### config.mk
export PLATFORM = sky130hd
export DESIGN_NAME = clk_monitor
export DESIGN_NICKNAME = d
export VERILOG_FILES = /design/src/rtl/clk_monitor_pkg.sv /design/src/rtl/sync_edge_detect.sv /design/src/rtl/clk_monitor.sv
export SDC_FILE = /design/constraint.sdc
export NUM_CORES = 1
export LEC_CHECK = 0
export CAP_MARGIN = 20
export CELL_PAD_IN_SITES_DETAIL_PLACEMENT = 0
export CELL_PAD_IN_SITES_GLOBAL_PLACEMENT = 1
export CORE_ASPECT_RATIO = 0.75
export CORE_UTILIZATION = 43
export CTS_CLUSTER_SIZE = 8
export DETAILED_ROUTE_END_ITERATION = 7
export PLACE_DENSITY_LB_ADDON = 0.1
export SYNTH_ARGS = -nofsm -noshare
export SYNTH_HDL_FRONTEND = slang
export SYNTH_SLANG_ARGS = --single-unit
### constraint.sdc
create_clock -name clk_in -period 3.3 [get_ports clk_in]
set_input_delay 0.825 -clock clk_in [delete_from_list [all_inputs] [get_ports clk_in]]
set_output_delay 0.825 -clock clk_in [all_outputs]
set_load 0.02 [all_outputs]
### src/rtl/clk_monitor_pkg.sv
// ----------------------------------------------------------------------------
// clk_monitor_pkg
// Shared definitions for the slow-clock monitor: default divider ratio and
// tolerance (kept identical to the divider instantiation), monitor state
// encodings and a small window-compare helper.
// ----------------------------------------------------------------------------
package clk_monitor_pkg;

    // Defaults shared with the clock divider instantiation
    localparam int unsigned DEF_EXPECTED_HALF = 50;
    localparam int unsigned DEF_TOLERANCE     = 2;
    localparam int unsigned DEF_LOCK_COUNT    = 4;
    localparam int unsigned DEF_CNT_WIDTH     = 16;

    localparam int unsigned STATE_W = 3;

    // Monitor state encoding
    typedef enum logic [STATE_W-1:0] {
        ST_IDLE    = 3'd0,
        ST_ACQUIRE = 3'd1,
        ST_MEASURE = 3'd2,
        ST_LOCKED  = 3'd3,
        ST_FAULT   = 3'd4
    } mon_state_t;

    // True when val lies in the closed interval [lo, hi]
    function automatic logic in_window(
        input logic [31:0] val,
        input logic [31:0] lo,
        input logic [31:0] hi
    );
        return (val >= lo) && (val <= hi);
    endfunction

endpackage : clk_monitor_pkg

### src/rtl/sync_edge_detect.sv
// ----------------------------------------------------------------------------
// sync_edge_detect
// Brings an asynchronous level into the clk_in domain through a two-flop
// synchronizer, delays it one more cycle, and emits a registered one-cycle
// pulse for every transition (rising or falling) of the input.
//
// Ports:
//   clk_in        in   sampling clock
//   reset_n       in   asynchronous active-low reset
//   i_async       in   asynchronous level to observe
//   o_edge_pulse  out  one-cycle pulse per input transition (3-cycle latency)
// ----------------------------------------------------------------------------
module sync_edge_detect (
    input  logic clk_in,
    input  logic reset_n,
    input  logic i_async,
    output logic o_edge_pulse
);

    logic r_sync1;
    logic r_sync2;
    logic r_sync3;
    logic r_edge_pulse;

    // Two-flop synchronizer plus one delay flop for edge comparison
    always_ff @(posedge clk_in or negedge reset_n) begin
        if (!reset_n) begin
            r_sync1 <= 1'b0;
            r_sync2 <= 1'b0;
            r_sync3 <= 1'b0;
        end else begin
            r_sync1 <= i_async;
            r_sync2 <= r_sync1;
            r_sync3 <= r_sync2;
        end
    end

    // Registered pulse: sync2 differs from its delayed copy for one cycle only
    always_ff @(posedge clk_in or negedge reset_n) begin
        if (!reset_n) begin
            r_edge_pulse <= 1'b0;
        end else begin
            r_edge_pulse <= r_sync2 ^ r_sync3;
        end
    end

    assign o_edge_pulse = r_edge_pulse;

endmodule : sync_edge_detect

### src/rtl/clk_monitor.sv
// ----------------------------------------------------------------------------
// clk_monitor
// Receive-side checker for the divided slow clock. Measures each half-period
// of clock_slow_input in clk_in cycles, declares lock after LOCK_COUNT
// consecutive in-tolerance half-periods, and raises a sticky fault when the
// locked clock drifts out of tolerance or stops toggling.
//
// Ports:
//   clk_in            in   the only clock
//   reset_n           in   asynchronous active-low reset
//   enable            in   monitor enable; low forces IDLE
//   clock_slow_input  in   monitored slow clock (asynchronous)
//   clear_fault       in   leaves FAULT (ignored in other states)
//   half_period       out  last measured half-period, clk_in cycles
//   measure_valid     out  one-cycle pulse when half_period updates
//   locked            out  high while LOCKED
//   fault             out  high while FAULT
// ----------------------------------------------------------------------------
module clk_monitor
    import clk_monitor_pkg::*;
#(
    parameter int unsigned EXPECTED_HALF = DEF_EXPECTED_HALF,
    parameter int unsigned TOLERANCE     = DEF_TOLERANCE,
    parameter int unsigned LOCK_COUNT    = DEF_LOCK_COUNT,
    parameter int unsigned CNT_WIDTH     = DEF_CNT_WIDTH
) (
    input  logic                 clk_in,
    input  logic                 reset_n,
    input  logic                 enable,
    input  logic                 clock_slow_input,
    input  logic                 clear_fault,
    output logic [CNT_WIDTH-1:0] half_period,
    output logic                 measure_valid,
    output logic                 locked,
    output logic                 fault
);

    localparam int unsigned HIGH_VAL = EXPECTED_HALF + TOLERANCE;
    localparam int unsigned LOW_VAL  = (EXPECTED_HALF > TOLERANCE) ?
                                       (EXPECTED_HALF - TOLERANCE) : 0;
    localparam int unsigned GOOD_W   = $clog2(LOCK_COUNT + 1);

    localparam logic [CNT_WIDTH-1:0] CNT_MAX     = '1;
    localparam logic [CNT_WIDTH-1:0] TIMEOUT_CNT = CNT_WIDTH'(HIGH_VAL);
    localparam logic [GOOD_W-1:0]    GOOD_LAST   = GOOD_W'(LOCK_COUNT - 1);

    logic                 w_edge_pulse;
    logic [CNT_WIDTH-1:0] w_measured;
    logic                 w_meas_good;
    logic                 w_timeout;
    logic                 w_lock_reached;

    logic [CNT_WIDTH-1:0] r_half_cnt;
    mon_state_t           r_state;
    logic [GOOD_W-1:0]    r_good_cnt;
    logic [CNT_WIDTH-1:0] r_half_period;
    logic                 r_measure_valid;
    logic                 r_locked;
    logic                 r_fault;

    // Input path: synchronize the slow clock and detect both edges
    sync_edge_detect u_sync_edge_detect (
        .clk_in       (clk_in),
        .reset_n      (reset_n),
        .i_async      (clock_slow_input),
        .o_edge_pulse (w_edge_pulse)
    );

    // Half-period counter: restarts on every edge pulse, saturates at all-ones
    always_ff @(posedge clk_in or negedge reset_n) begin
        if (!reset_n) begin
            r_half_cnt <= '0;
        end else if (w_edge_pulse) begin
            r_half_cnt <= '0;
        end else if (r_half_cnt != CNT_MAX) begin
            r_half_cnt <= r_half_cnt + CNT_WIDTH'(1);
        end
    end

    // Pulses N cycles apart measure N; saturated count stays pinned at max
    assign w_measured     = (r_half_cnt == CNT_MAX) ? CNT_MAX
                                                    : (r_half_cnt + CNT_WIDTH'(1));
    assign w_meas_good    = in_window(32'(w_measured), 32'(LOW_VAL), 32'(HIGH_VAL));
    assign w_timeout      = !w_edge_pulse && (r_half_cnt == TIMEOUT_CNT);
    assign w_lock_reached = (r_good_cnt == GOOD_LAST);

    // Monitor state machine with registered outputs
    always_ff @(posedge clk_in or negedge reset_n) begin
        if (!reset_n) begin
            r_state         <= ST_IDLE;
            r_good_cnt      <= '0;
            r_half_period   <= '0;
            r_measure_valid <= 1'b0;
            r_locked        <= 1'b0;
            r_fault         <= 1'b0;
        end else begin
            r_measure_valid <= 1'b0;
            if (!enable) begin
                r_state    <= ST_IDLE;
                r_good_cnt <= '0;
                r_locked   <= 1'b0;
                r_fault    <= 1'b0;
            end else begin
                case (r_state)
                    ST_IDLE: begin
                        r_state <= ST_ACQUIRE;
                    end

                    // First edge only restarts the counter; no capture yet
                    ST_ACQUIRE: begin
                        if (w_edge_pulse) begin
                            r_state <= ST_MEASURE;
                        end
                    end

                    ST_MEASURE: begin
                        if (w_edge_pulse) begin
                            r_half_period   <= w_measured;
                            r_measure_valid <= 1'b1;
                            if (w_meas_good) begin
                                if (w_lock_reached) begin
                                    r_state    <= ST_LOCKED;
                                    r_locked   <= 1'b1;
                                    r_good_cnt <= '0;
                                end else begin
                                    r_good_cnt <= r_good_cnt + GOOD_W'(1);
                                end
                            end else begin
                                r_good_cnt <= '0;
                            end
                        end else if (w_timeout) begin
                            r_good_cnt <= '0;
                            r_state    <= ST_ACQUIRE;
                        end
                    end

                    ST_LOCKED: begin
                        if (w_edge_pulse) begin
                            r_half_period   <= w_measured;
                            r_measure_valid <= 1'b1;
                            if (!w_meas_good) begin
                                r_state  <= ST_FAULT;
                                r_locked <= 1'b0;
                                r_fault  <= 1'b1;
                            end
                        end else if (w_timeout) begin
                            r_state  <= ST_FAULT;
                            r_locked <= 1'b0;
                            r_fault  <= 1'b1;
                        end
                    end

                    // Sticky until cleared; a coincident edge is discarded
                    ST_FAULT: begin
                        if (clear_fault) begin
                            r_state <= ST_ACQUIRE;
                            r_fault <= 1'b0;
                        end
                    end

                    default: begin
                        r_state    <= ST_IDLE;
                        r_good_cnt <= '0;
                        r_locked   <= 1'b0;
                        r_fault    <= 1'b0;
                    end
                endcase
            end
        end
    end

    assign half_period   = r_half_period;
    assign measure_valid = r_measure_valid;
    assign locked        = r_locked;
    assign fault         = r_fault;

endmodule : clk_monitor

# [Word level (Yosys, flattened, before mapping)]
# Index checks and enable logic that the tools add are counted.
[totals] reg_bits=45 latch_bits=0 ram_bits=0 romBits=0 in_bits=5 output_inout_bits=19 elab_cells=88 memories=0
[op_classes] add_sub_neg=2 n_mul=0 div_mod_pow=0 magnitude_cmp=2 n_eq_ne=21 n_shift=0 muxes=37 bitwise=1 reduce_logical=14
[ops] op="$mux 16" n=3
[ops] op="$mux 3" n=15
[ops] op="$add 16x1->16 const B" n=1
[ops] op="$eq 16x16->1 const B" n=1
[ops] op="$eq 16x6->1 const B" n=1
[ops] op="$ge 16x6->1 const B" n=1
[ops] op="$le 16x6->1 const B" n=1
[ops] op="$ne 16x16->1 const B" n=1
[ops] op="$mux 1" n=15
[ops] op="$pmux 3 s5" n=1
[ops] op="$ne 4x4->1 const B" n=3
[ops] op="$eq 3x2->1 const B" n=3
[ops] op="$ne 3x3->1 const B" n=3
[ops] op="$ne 4x3->1 const B" n=2
[ops] op="$reduce_and 7->1" n=1
[ops] op="$ne 2x2->1 const B" n=3
[ops] op="$ne 3x2->1 const B" n=2
[ops] op="$pmux 1 s3" n=2
[ops] op="$pmux 3 s2" n=1
[ops] op="$reduce_and 6->1" n=1
[ops] op="$reduce_or 3->1" n=2
[ops] op="$reduce_and 4->1" n=1
[ops] op="$reduce_or 4->1" n=1
[ops] op="$add 3x1->3 const B" n=1
[ops] op="10 further kinds" n=11

# [Logic depth before layout (Yosys ltp)]
# Gate-level depths: netlist of run 1.
[depth] depth_word=8 depth_mapped=10 ltp_nobuf=9

# [By module]
# From an unflattened synthesis of run 1, not the netlist that was laid out.
[hier_totals] cells_unflattened=236 hier_area_um2=2230.9
[by_module_without_submodules] module="clk_monitor" n_inst=1 cells_each=231 area_per_inst_um2=2122.0
[by_module_without_submodules] module="sync_edge_detect" n_inst=1 cells_each=5 area_per_inst_um2=108.9

# [Least setup slack after synthesis of run 1]
# No wires, ideal clock.
[synth_timing] path_type="reg2reg" startpoint="register r_half_cnt[1]" endpoint="register r_good_cnt[2]" setup_time_ns=0.066 arrival_ns=2.498 required_ns=3.234 slack_ns=0.736 path_stages_with_launch=9 path_buffers=0 synth_period_minus_slack_ns=2.564 path_cell_list="dfrtp_1 -> ha_1 -> nand3_1 -> nor3_1 -> mux2i_1 -> nand4_2 -> or4_4 -> o31ai_1 -> and2_1"
[synth_via] elab_chain_cells=8 elab_cells_between_ends=14 cone_classes="add/sub: 1; order compare: 2; eq/ne: 3; mux: 5; reduce/logical: 3"
[synth_rtl] element="start: declaration" line="clk_monitor.sv:53" text="logic [CNT_WIDTH-1:0] r_half_cnt;"
[synth_rtl] element="start signal: assignment" line="clk_monitor.sv:76" text="r_half_cnt <= r_half_cnt + CNT_WIDTH'(1);"
[synth_rtl] element="$add 16x1->16 or $eq 16x16->1 (tied branches)" line="clk_monitor.sv:82, clk_monitor.sv:81"
[synth_rtl] element="$mux 16" line="clk_monitor.sv:81" text="assign w_measured = (r_half_cnt == CNT_MAX) ? CNT_MAX"
[synth_rtl] element="$ge 16x6->1 or $le 16x6->1 (tied branches)" line="clk_monitor_pkg.sv:32" text="return (val >= lo) && (val <= hi);"
[synth_rtl] element="$logic_and 1x1->1" line="clk_monitor_pkg.sv:32"
[synth_rtl] element="$mux 3" line="clk_monitor.sv:120" text="if (w_meas_good) begin"
[synth_rtl] element="$mux 3" line="clk_monitor.sv:117" text="if (w_edge_pulse) begin"
[synth_rtl] element="$pmux 3 s2" line="clk_monitor.sv:104" text="case (r_state)"
[synth_rtl] element="$mux 3" line="clk_monitor.sv:98" text="if (!enable) begin"
[synth_rtl] element="end signal: assignment" line="clk_monitor.sv:126" text="r_good_cnt <= r_good_cnt + GOOD_W'(1);"
[synth_rtl] element="end: declaration" line="clk_monitor.sv:55" text="logic [GOOD_W-1:0] r_good_cnt;"
# Several ways; a longest one is shown, not always the timed one.
# A chain may end at the register's enable or synchronous reset.

# [Final worst setup path of run 1]
[layout_timing] startpoint="register r_half_cnt[0]" endpoint="register r_good_cnt[2]"
# The elaborated chain is that of the path after synthesis.

==> results of run 1 <==
-- cells by family (layout without fill, tap and decap cells) --
logic type | count (synthesis) | count (layout) | synth area share (%)
AO/OA/AOI/OAI | 56 | 56 | 14.8
AND/OR/NAND/NOR | 112 | 112 | 24.3
XOR/XNOR | 10 | 10 | 3.82
flip-flops | 45 | 45 | 49.1
buffers and inverters | 25 | 48 | 4.64
multiplexers | 4 | 4 | 1.75
adder cells (fa/ha/maj) | 3 | 3 | 1.64
-- worst max-delay path, stage by stage, from the launching register on --
cell and delay [ns]:
dfrtp_1 0.49, ha_1 0.32, nand3_1 0.27, nor3_1 0.46
mux2i_1 0.26, nand4_2 0.14, or4_4 0.58, o31ai_1 0.20
and2_1 0.15
-- metrics by stage --
stage	utilization (%)	setup slack [ns]	cells	hold slack, ns	total power, µW
final	54.0	0.376	350	0.366	1640
after global routing	54.0	0.0411	350	0.390	1750
after CTS	53.5	0.373	349	0.369	1650
after detailed placement	51.5	0.403	341	0.337	1270
after global placement	51.5	0.487	341	0.340	1280
after floorplan	-	0.736	255	0.331	1050
-- cell usage in the layout (no fill, tap or decap), types with 2 or more instances in the layout --
| cell | synthesis | routed |
|---|---|---|
| nor2_1 | 45 | 45 |
| nor4_1 | 7 | 6 |
| nand4_2 | 2 | 2 |
| nor3_1 | 8 | 8 |
| o21ai_0 | 15 | 15 |
| and3_1 | 3 | 3 |
| nand4_1 | 5 | 5 |
| o31a_1 | 2 | 2 |
| dfrtp_1 | 45 | 45 |
| nor2b_1 | 4 | 4 |
| clkbuf_8 | 0 | 6 |
| a21oi_1 | 18 | 18 |
| nand3_1 | 8 | 8 |
| or4_1 | 2 | 2 |
| buf_4 | 1 | 3 |
| a31oi_1 | 6 | 6 |
| o21ai_1 | 2 | 2 |
| o41ai_1 | 2 | 2 |
| mux2i_1 | 4 | 4 |
| nand2_1 | 18 | 18 |
| clkdlybuf4s50_1 | 0 | 22 |
| xnor2_1 | 6 | 6 |
| ha_1 | 3 | 3 |
| inv_1 | 12 | 12 |
| xor2_1 | 4 | 4 |
-- power by group through the flow --
stage	clock, µW	sequential [µW]	combinational [µW]
after detailed placement	0	760	511
after global placement	0	762	519
after floorplan	0	810	239
after CTS	381	752	516
final	371	753	516
after global routing	405	769	573
-- registers in the layout, summed over array words and instances (netlist names) --
name	flops
half_period	16
r_half_cnt	16
r_good_cnt	3
r_state	3
fault	1
locked	1
measure_valid	1
u_sync_edge_detect.o_edge_pulse	1
u_sync_edge_detect.r_sync1	1
u_sync_edge_detect.r_sync2	1
u_sync_edge_detect.r_sync3	1
-- worst paths after layout --
check                                                             to  slack (ns)                                  from
min in group asynchronous                  r_half_cnt[0]$_DFFE_PN0P_        0.49                               reset_n
max in group asynchronous                half_period[15]$_DFFE_PN0P_        2.32                               reset_n
worst min register to register  u_sync_edge_detect.r_sync2$_DFF_PN0_        0.37  u_sync_edge_detect.r_sync1$_DFF_PN0_
worst max register to register             r_good_cnt[2]$_DFFE_PN0P_        0.38             r_half_cnt[0]$_DFFE_PN0P_
worst max-delay path                       r_good_cnt[2]$_DFFE_PN0P_        0.38             r_half_cnt[0]$_DFFE_PN0P_
worst min-delay path            u_sync_edge_detect.r_sync2$_DFF_PN0_        0.37  u_sync_edge_detect.r_sync1$_DFF_PN0_
-- metal layers --
layer | wire length (µm) | global-route usage [%]
met5 | 0 | 0
met4 | 68 | 6.25
met3 | 277 | 4.02
met2 | 1880 | 25.8
met1 | 3080 | 37.0
-- cell type report --
class / instances / area [µm²] / share of cell area [%]
Multi-Input combinational cell: 185 / 1070 / 39.4
Sequential cell: 45 / 1130 / 41.6
Timing Repair Buffer: 27 / 275 / 10.2
Inverter: 13 / 48.8 / 1.80
Tap cell: 72 / 90.1 / 3.33
Clock inverter: 2 / 16.3 / 0.601
Clock buffer: 6 / 82.6 / 3.05
==> impl_results.md, run 1 <==
* Outcome: complete, no violations
* Async SR Flop Fraction at 100%
* Commonest cells in the synthesized netlist: dfrtp_1 (45), nor2_1 (45), a21oi_1 (18), nand2_1 (18), o21ai_0 (15)
* Antenna violations before repair at 0
* Number of levels the H-tree was split into at 2
* Min cycle time layout at 2.92 ns
* Proportion of netlist area held by the largest area contributor at 49.1%
* Dominant cell type by area after synthesis: dfrtp_1
* Maximum number of buffers from clock root to sink at 2
* Instance area after placement at 2580 µm²
* Synth Area per Inst at 8.99 µm²
* Maximum number of pins on one net before global-route repair at 46
* Placeable core area at 5010 µm²
* EDFF count, synth at 0
* Via count of the first global-routing pass at 1738
* Startpoint class of the critical path: register
* Clock Latency Late Sink at 0.30 ns
* Routed WL at 5300 µm
* Detail-routed net length per standard cell at 15.2 µm
* Worst Setup Path Type: register to register
* TritonCTS sink count at 45
* Final estimated routing congestion in global placement at 0.844
* Remaining design rule violation count at 0
* Sum of negative setup slack at 0 ns
* Number of standard cells after synthesis at 255
* Die footprint at 5630 µm²
* Via density per instance at 5.37
* Max frequency at 0.342 GHz
* Syn Std Cell Area at 2290 µm²
* Share of total power in sequential cells at 45.9%
* Hold-fix buffers at CTS at 0
* Min-delay worst type: register to register
* Num rows at 22
* P_leak at 0.00116 µW
* Final setup violation count at 0
* Maximum capacitance violations at 0
* Logic depth of the worst register-to-register path at 8
* Ratio of cells with drive above 1 in the final layout at 8.27%
* Global router's overall resource usage at 21.5%
* Count of nets left with antenna violations after detail routing at 0
* Max Clock Skew at 0.00507 ns
* Worst slew slack as a fraction of its limit at 47.1%
* CTS Root Cell: clkbuf_8
* Net switching share of the total power at 35.4%
* TritonCTS clock tree: done
* Total CTS buffers at 5
* Detailed-routing iteration count for the pre-antenna-repair pass at 4
* Setup repair after global routing missed its margin: false
* Data arrival time of the worst path at 3.17 ns
* Number of max-slew violations in the final report at 0
* Count of pins on the block boundary at 24
* Count of cells along the worst hold path at 0
* Initial detailed-routing violation count at 228
* Effective utilization at floorplan at 45.8%
* Number of distinct library cells after synthesis at 48
* Total of fill cells in the finished design at 491
* Diode insertion count for antenna repair at 0
* Number of resized instances in the post-cts repair step at 0
* First-pass GRT wire length at 9120 µm
* Power per cell area at 606 nW/µm²
* Clock transition at path regs at 0.09 ns
* Endpoint class of the critical path: register
* Die height at 65.2 µm
* Most area-consuming cells after synthesis: dfrtp_1 (49%), nor2_1 (7.4%), a21oi_1 (3.9%)
* Placed wire-length estimate at 3750 µm
* Flip-flop cell with the highest count after synthesis: dfrtp_1
* Vias after detailed routing at 1881
* Post-route clock period utilization at 88.6%
* Slew at the pin closest to its max-slew limit at 0.793 ns
* Post-CTS setup buffers at 0
* Net count after synthesis at 263
* Max VDD drop at 0.463 mV
* Count of input and output buffers at 23
* Total number of yosys warnings at 0
* Net count, final at 285
* Int Pwr at 1060 µW
* Clk pwr share at 22.6%
* Total congestion overflow after global routing at 0
* Number of hold-slack violations in the final timing report at 0
* Required time at the endpoint of the critical path at 3.55 ns
* X dimension of the die at 86.3 µm
* Sequential area share after synthesis at 49.1%
* Switching power at 580 µW
* Area Growth Syn to Fin at 18.0%
* Proportion of power drawn by combinational gates at 31.5%
* Fin area at 2710 µm²
* Maximum fanout encountered on the critical timing path at 9
* Count of state elements after synthesis at 45
Note: power is estimated with default switching activity, not from simulation.
==> run 2, diff against run 1 <==
- SKIP_LAST_GASP: unset -> 1
==> results of run 2 <==
Same layout as run 1: the final DEF is identical, and so are final timing and power.
==> run 3, diff against run 2 <==
- CAP_MARGIN: 20 -> 25
==> results of run 3 <==
Same layout as run 1: the final DEF is identical, and so are final timing and power.
